===== config.mk =====
export PLATFORM = sky130hd
export DESIGN_NAME = bus_interconnect
export DESIGN_NICKNAME = d
export VERILOG_FILES = /design/src/rtl/bus_pkg.sv /design/src/rtl/addr_match.sv /design/src/rtl/bus_interconnect.sv
export SDC_FILE = /design/constraint.sdc
export NUM_CORES = 1
export LEC_CHECK = 0
export CAP_MARGIN = 10
export CELL_PAD_IN_SITES_DETAIL_PLACEMENT = 0
export CELL_PAD_IN_SITES_GLOBAL_PLACEMENT = 2
export CORE_MARGIN = 8
export CORE_UTILIZATION = 21
export DETAILED_ROUTE_END_ITERATION = 16
export GPL_TIMING_DRIVEN = 0
export PLACE_DENSITY_LB_ADDON = 0.25
export REMOVE_ABC_BUFFERS = 1
export SLEW_MARGIN = 30
export SYNTH_ARGS = -nofsm -noshare
export SYNTH_HDL_FRONTEND = slang
export SYNTH_SLANG_ARGS = --single-unit

===== constraint.sdc =====
create_clock -name clk_in -period 2.36 [get_ports clk_in]
set_input_delay 0.236 -clock clk_in [delete_from_list [all_inputs] [get_ports clk_in]]
set_output_delay 0.236 -clock clk_in [all_outputs]
set_load 0.05 [all_outputs]

===== src/rtl/bus_pkg.sv =====
// Shared types for the picorv32 bus interconnect: transaction FSM states and
// the error cause encodings reported on err_cause_out.
package bus_pkg;

    typedef enum logic [1:0] {
        IDLE   = 2'd0,
        ACCESS = 2'd1,
        RESP   = 2'd2
    } state_t;

    localparam logic [1:0] ERR_NONE     = 2'b00;
    localparam logic [1:0] ERR_UNMAPPED = 2'b01;
    localparam logic [1:0] ERR_EXEC     = 2'b10;
    localparam logic [1:0] ERR_TIMEOUT  = 2'b11;

endpackage


===== src/rtl/addr_match.sv =====
// Single-region base/mask comparator with instruction-fetch permission check.
module addr_match #(
    parameter int                    ADDR_WIDTH = 32,
    parameter logic [ADDR_WIDTH-1:0] BASE       = '0,
    parameter logic [ADDR_WIDTH-1:0] MASK       = '0,
    parameter logic                  EXEC       = 1'b0
) (
    input  logic [ADDR_WIDTH-1:0] i_addr,
    input  logic                  i_instr,
    output logic                  o_hit,
    output logic                  o_exec_ok
);

    assign o_hit     = ((i_addr ^ BASE) & MASK) == '0;
    assign o_exec_ok = EXEC || !i_instr;

endmodule


===== src/rtl/bus_interconnect.sv =====
// picorv32 native-port interconnect: region decode, slave handshake, error responses.
// Optional ACCESS watchdog enabled by defining BUS_TIMEOUT_EN.
module bus_interconnect
    import bus_pkg::*;
#(
    parameter int                             SLAVES     = 3,
    parameter int                             ADDR_WIDTH = 32,
    parameter int                             DATA_WIDTH = 32,
    parameter logic [SLAVES*ADDR_WIDTH-1:0]   SLAVE_BASE = {32'h1000_0000, 32'h0000_1000, 32'h0000_0000},
    parameter logic [SLAVES*ADDR_WIDTH-1:0]   SLAVE_MASK = {32'hFFFF_FF00, 32'hFFFF_F000, 32'hFFFF_F000},
    parameter logic [SLAVES-1:0]              EXEC_MASK  = 3'b001,
    parameter logic [DATA_WIDTH-1:0]          ERR_DATA   = 32'hDEAD_BEEF,
    parameter int                             TIMEOUT    = 255
) (
    input  logic                         clk_in,
    input  logic                         reset_n_in,
    input  logic                         mem_valid_in,
    input  logic                         mem_instr_in,
    input  logic [ADDR_WIDTH-1:0]        mem_addr_in,
    input  logic [DATA_WIDTH-1:0]        mem_wdata_in,
    input  logic [DATA_WIDTH/8-1:0]      mem_wstrb_in,
    output logic                         mem_ready_out,
    output logic [DATA_WIDTH-1:0]        mem_rdata_out,
    output logic [SLAVES-1:0]            sel_enable_out,
    output logic [ADDR_WIDTH-1:0]        addr_out,
    output logic [DATA_WIDTH-1:0]        wdata_out,
    output logic [DATA_WIDTH/8-1:0]      wstrb_out,
    input  logic [SLAVES-1:0]            slave_ready_in,
    input  logic [SLAVES*DATA_WIDTH-1:0] slave_rdata_in,
    input  logic                         err_clr_in,
    output logic                         err_out,
    output logic [1:0]                   err_cause_out,
    output logic [ADDR_WIDTH-1:0]        err_addr_out
);

    state_t                    r_state, w_next;
    logic [SLAVES-1:0]         w_hit, w_exec_ok, w_dec_sel, r_sel;
    logic                      w_found, w_dec_exec_ok;
    logic                      w_sel_ready, w_tmo;
    logic [DATA_WIDTH-1:0]     w_sel_rdata, r_rdata;
    logic [ADDR_WIDTH-1:0]     r_addr, r_err_addr, w_err_addr;
    logic [DATA_WIDTH-1:0]     r_wdata;
    logic [DATA_WIDTH/8-1:0]   r_wstrb;
    logic                      w_err_evt, r_err;
    logic [1:0]                w_err_cause, r_err_cause;

    for (genvar g = 0; g < SLAVES; g++) begin : g_match
        addr_match #(
            .ADDR_WIDTH (ADDR_WIDTH),
            .BASE       (SLAVE_BASE[g*ADDR_WIDTH +: ADDR_WIDTH]),
            .MASK       (SLAVE_MASK[g*ADDR_WIDTH +: ADDR_WIDTH]),
            .EXEC       (EXEC_MASK[g])
        ) u_match (
            .i_addr    (mem_addr_in),
            .i_instr   (mem_instr_in),
            .o_hit     (w_hit[g]),
            .o_exec_ok (w_exec_ok[g])
        );
    end

    // Overlapping regions resolve to the lowest slave index.
    always_comb begin
        w_found       = 1'b0;
        w_dec_sel     = '0;
        w_dec_exec_ok = 1'b0;
        for (int i = 0; i < SLAVES; i++) begin
            if (w_hit[i] && !w_found) begin
                w_found       = 1'b1;
                w_dec_sel[i]  = 1'b1;
                w_dec_exec_ok = w_exec_ok[i];
            end
        end
    end

    always_comb begin
        w_sel_ready = 1'b0;
        w_sel_rdata = '0;
        for (int i = 0; i < SLAVES; i++) begin
            if (r_sel[i]) begin
                w_sel_ready = w_sel_ready | slave_ready_in[i];
                w_sel_rdata = w_sel_rdata | slave_rdata_in[i*DATA_WIDTH +: DATA_WIDTH];
            end
        end
    end

`ifdef BUS_TIMEOUT_EN
    localparam int TMO_W = $clog2(TIMEOUT + 1);
    logic [TMO_W-1:0] r_tmo_cnt;

    always_ff @(posedge clk_in) begin
        if (!reset_n_in || r_state != ACCESS) r_tmo_cnt <= '0;
        else                                  r_tmo_cnt <= r_tmo_cnt + 1'b1;
    end

    assign w_tmo = (r_state == ACCESS) && (r_tmo_cnt == TMO_W'(TIMEOUT - 1));
`else
    assign w_tmo = 1'b0;
`endif

    always_ff @(posedge clk_in) begin
        if (!reset_n_in) r_state <= IDLE;
        else             r_state <= w_next;
    end

    always_comb begin
        w_next      = r_state;
        w_err_evt   = 1'b0;
        w_err_cause = ERR_NONE;
        w_err_addr  = mem_addr_in;
        case (r_state)
            IDLE: begin
                if (mem_valid_in) begin
                    if (!w_found) begin
                        w_next      = RESP;
                        w_err_evt   = 1'b1;
                        w_err_cause = ERR_UNMAPPED;
                    end else if (!w_dec_exec_ok) begin
                        w_next      = RESP;
                        w_err_evt   = 1'b1;
                        w_err_cause = ERR_EXEC;
                    end else begin
                        w_next      = ACCESS;
                    end
                end
            end
            ACCESS: begin
                // A ready coinciding with expiry is a normal completion.
                if (w_sel_ready) begin
                    w_next      = RESP;
                end else if (w_tmo) begin
                    w_next      = RESP;
                    w_err_evt   = 1'b1;
                    w_err_cause = ERR_TIMEOUT;
                    w_err_addr  = r_addr;
                end
            end
            RESP:    w_next = IDLE;
            default: w_next = IDLE;
        endcase
    end

    always_ff @(posedge clk_in) begin
        if (!reset_n_in) begin
            r_sel   <= '0;
            r_addr  <= '0;
            r_wdata <= '0;
            r_wstrb <= '0;
            r_rdata <= '0;
        end else begin
            case (r_state)
                IDLE: begin
                    r_rdata <= '0;
                    if (mem_valid_in) begin
                        r_addr  <= mem_addr_in;
                        r_wdata <= mem_wdata_in;
                        r_wstrb <= mem_wstrb_in;
                        if (w_next == ACCESS) r_sel   <= w_dec_sel;
                        else                  r_rdata <= ERR_DATA;
                    end
                end
                ACCESS: begin
                    if (w_sel_ready) begin
                        r_sel   <= '0;
                        r_rdata <= (r_wstrb == '0) ? w_sel_rdata : '0;
                    end else if (w_tmo) begin
                        r_sel   <= '0;
                        r_rdata <= ERR_DATA;
                    end
                end
                default: r_rdata <= '0;
            endcase
        end
    end

    // A clear in the same cycle as a new error still records the new error.
    always_ff @(posedge clk_in) begin
        if (!reset_n_in) begin
            r_err       <= 1'b0;
            r_err_cause <= ERR_NONE;
            r_err_addr  <= '0;
        end else if (w_err_evt && (!r_err || err_clr_in)) begin
            r_err       <= 1'b1;
            r_err_cause <= w_err_cause;
            r_err_addr  <= w_err_addr;
        end else if (err_clr_in) begin
            r_err       <= 1'b0;
            r_err_cause <= ERR_NONE;
            r_err_addr  <= '0;
        end
    end

    assign mem_ready_out  = (r_state == RESP);
    assign mem_rdata_out  = (r_state == RESP) ? r_rdata : '0;
    assign sel_enable_out = r_sel;
    assign addr_out       = r_addr;
    assign wdata_out      = r_wdata;
    assign wstrb_out      = r_wstrb;
    assign err_out        = r_err;
    assign err_cause_out  = r_err_cause;
    assign err_addr_out   = r_err_addr;

endmodule


==> results.tsv <==
metric	value	unit
Psw	2.02	mW
post-route setup TNS	0	ps
vias in the first global route	6008	
VDD IR max	0.414	mV
status	completed	
area grow syn2layout	71.2	%
unique cell type count in the Yosys netlist	40	
crit-path max cell delay	890	ps
drt wl/cell	19.2	um
kind of path behind the tightest hold check	input port to register	
first drt pass iteration count	5	
worst reg2reg startpoint	sel_enable_out[0]$_SDFFE_PN0P_	
synthesized area	5720	um2
worst path cell trace	clkdlybuf4s50_1	
Post-synth ARST share	0	
root buf cell	clkbuf_16	
clk slew on worst S/H paths	80	ps
Worst Path Buf+Inv	1	
Util after Layout	0.364	
Die Wd	181	um
clock skew	13.9	ps
initial antenna violation count	1	
syn avg cell area	9.21	um2
# IOs	311	
clock latency at the later pin of the worst-skew pair	430	ps
core area	26900	um2
Flop pwr share	0.387	
Worst EP required	2120	ps
Iteration-0 DRC Markers	359	
PnR Total Power	6.59	mW
clock power share	0.423	
Die Area	32800	um2
largest net degree at the start of global routing	47	
Post-synth EDFFs	0	
CP Launch Type	register	
CTS tree	built	
delay-heaviest family, CP	buffers and inverters	
WL final	24200	um
min-delay src	reset_n_in	
RSZ-0062 raised after global routing	false	
Least-Margin Pin Slew	698	ps
# DRC	0	
n_diodes	0	
sequential share of the synthesized area	0.490	
clk buf depth	2	
CP Capture Type	output port	
Placement Cell Area	9170	um2
Sw Ratio	0.306	
hold slack final	270	ps
antenna-violating nets left	0	
Top FF cell, synth	dfxtp_1	
leakage	3.92	nW
WS Path Type	register to output port	
count leader, synth	nand2_1	
Yosys Warn Count	0	
Seq cells post-synth	140	
number of port buffers	310	
GRT Overall Usage	0.143	
Top Metal Used	met4	
area leader, netlist	dfxtp_1	
Vias/cell	4.53	
Post-synth top cells	nand2_1, dfxtp_1, a21boi_0	
total number of vias	5684	
power share of the combinational group	0.190	
setup slack after layout	183	ps
dpl cells	1223	
pre-CTS setup slack	-408	ps
H-tree lvl count	4	
Routed met3 length	3220	um
max-cap viol count	0	
Vert. Die Dim	181	um
Mapped Cells	621	
slew margin rel.	0.534	
critical-path maximum fanout	36	
row count	60	
CP arrival	1940	ps
Internal	4.58	mW
Placer Congestion	0.775	
DP HPWL	17300	um
fin cells	1256	
final hold vios	0	
period utilization	0.922	
clock sinks	140	
Final Slew Violations	0	
layout cell share with drive strength beyond 1	0.0776	
area share of the largest cell type after synthesis	0.490	
Setup Fix Bufs, Post-CTS	0	
CTS Buf Count	17	
Final setup violation count	0	
gr ovfl total	0	
fin area	9790	um2
highest clock rate	459	MHz
first-pass GRT wire length	36900	um
metal1 wirelength	10400	um
Initial Util	0.213	
Crit-path slowest cell	clkdlybuf4s50_1	
Area contributors post-synth	dfxtp_1, nand2_1, a21boi_0	
Routed met2 length	10400	um
P per Cell Area	674	nW/um2
filler instances	2772	
NumNets Final	1074	
fin crit period	2180	ps
crit path launch	sel_enable_out[1]$_SDFFE_PN0P_	
## timing repair
item,4_1_cts,5_1_grt
resized for setup,39,5
setup endpoints to repair,84,23
endpoints found under the hold margin,0,0
hold buffers,0,0
cloned,0,1
pin swaps,0,1
## cell families after synthesis
group | synth area share
flip-flops | 0.490
AO/OA/AOI/OAI | 0.265
AND/OR/NAND/NOR | 0.189
buffers and inverters | 0.0560
## cell type report
type	instances	area, um2	area share
Clock buffer	17	425	0.0435
Sequential cell	140	2820	0.288
Timing Repair Buffer	318	3250	0.332
Multi-Input combinational cell	423	2660	0.272
Tap cell	341	427	0.0436
Clock inverter	15	193	0.0197
Inverter	2	16.3	0.00166
## routing by layer
metal  up-vias  global-route usage
li1       2810                   -
met1      2619               0.167
met2       246               0.217
met3         9              0.0889
met4         0              0.0348
met5         -                   0
## final timing paths
kind | endpoint | slack, ps | cells after the start
worst min-delay path | wdata_out[15]$_SDFFE_PN0P_ | 270 | 2
worst max register to register | r_rdata[23]$_SDFFE_PN0N_ | 210 | 4
worst min register to register | r_rdata[13]$_SDFFE_PN0N_ | 450 | 1
worst max-delay path | sel_enable_out[1] | 180 | 1
## cell usage in the layout (no fill, tap or decap), drive strengths merged, types with 2 or more instances in the layout
master           n
nand2b           3
dfxtp          140
clkdlybuf4s50  276
and3            33
a21oi            3
nor4             5
clkbuf          18
dlygate4sd2     32
a222oi          33
inv             10
a22o            35
clkinv           5
o21ai           10
a21boi          68
and2             9
nor2            32
nor3             2
nand3            3
buf              9
or4              2
a211o           24
nand2          149
## flip-flops by register name, summed over array words and instances (netlist names)
signal	flops
wdata_out	32
err_addr_out	32
r_rdata	32
sel_enable_out	3
addr_out	32
r_state	2
err_out	1
err_cause_out	2
wstrb_out	4
## power groups by stage
stage / Clock (mW) / Sequential [mW] / Combinational [mW]
2_1_floorplan: 0 / 2.94 / 0.239
3_5_place_dp: 0 / 2.61 / 1.26
6_report: 2.79 / 2.55 / 1.25
5_1_grt: 3.04 / 2.57 / 1.33
3_3_place_gp: 0 / 2.61 / 1.24
4_1_cts: 2.91 / 2.55 / 1.26
Note: power is estimated with default switching activity, not from simulation.
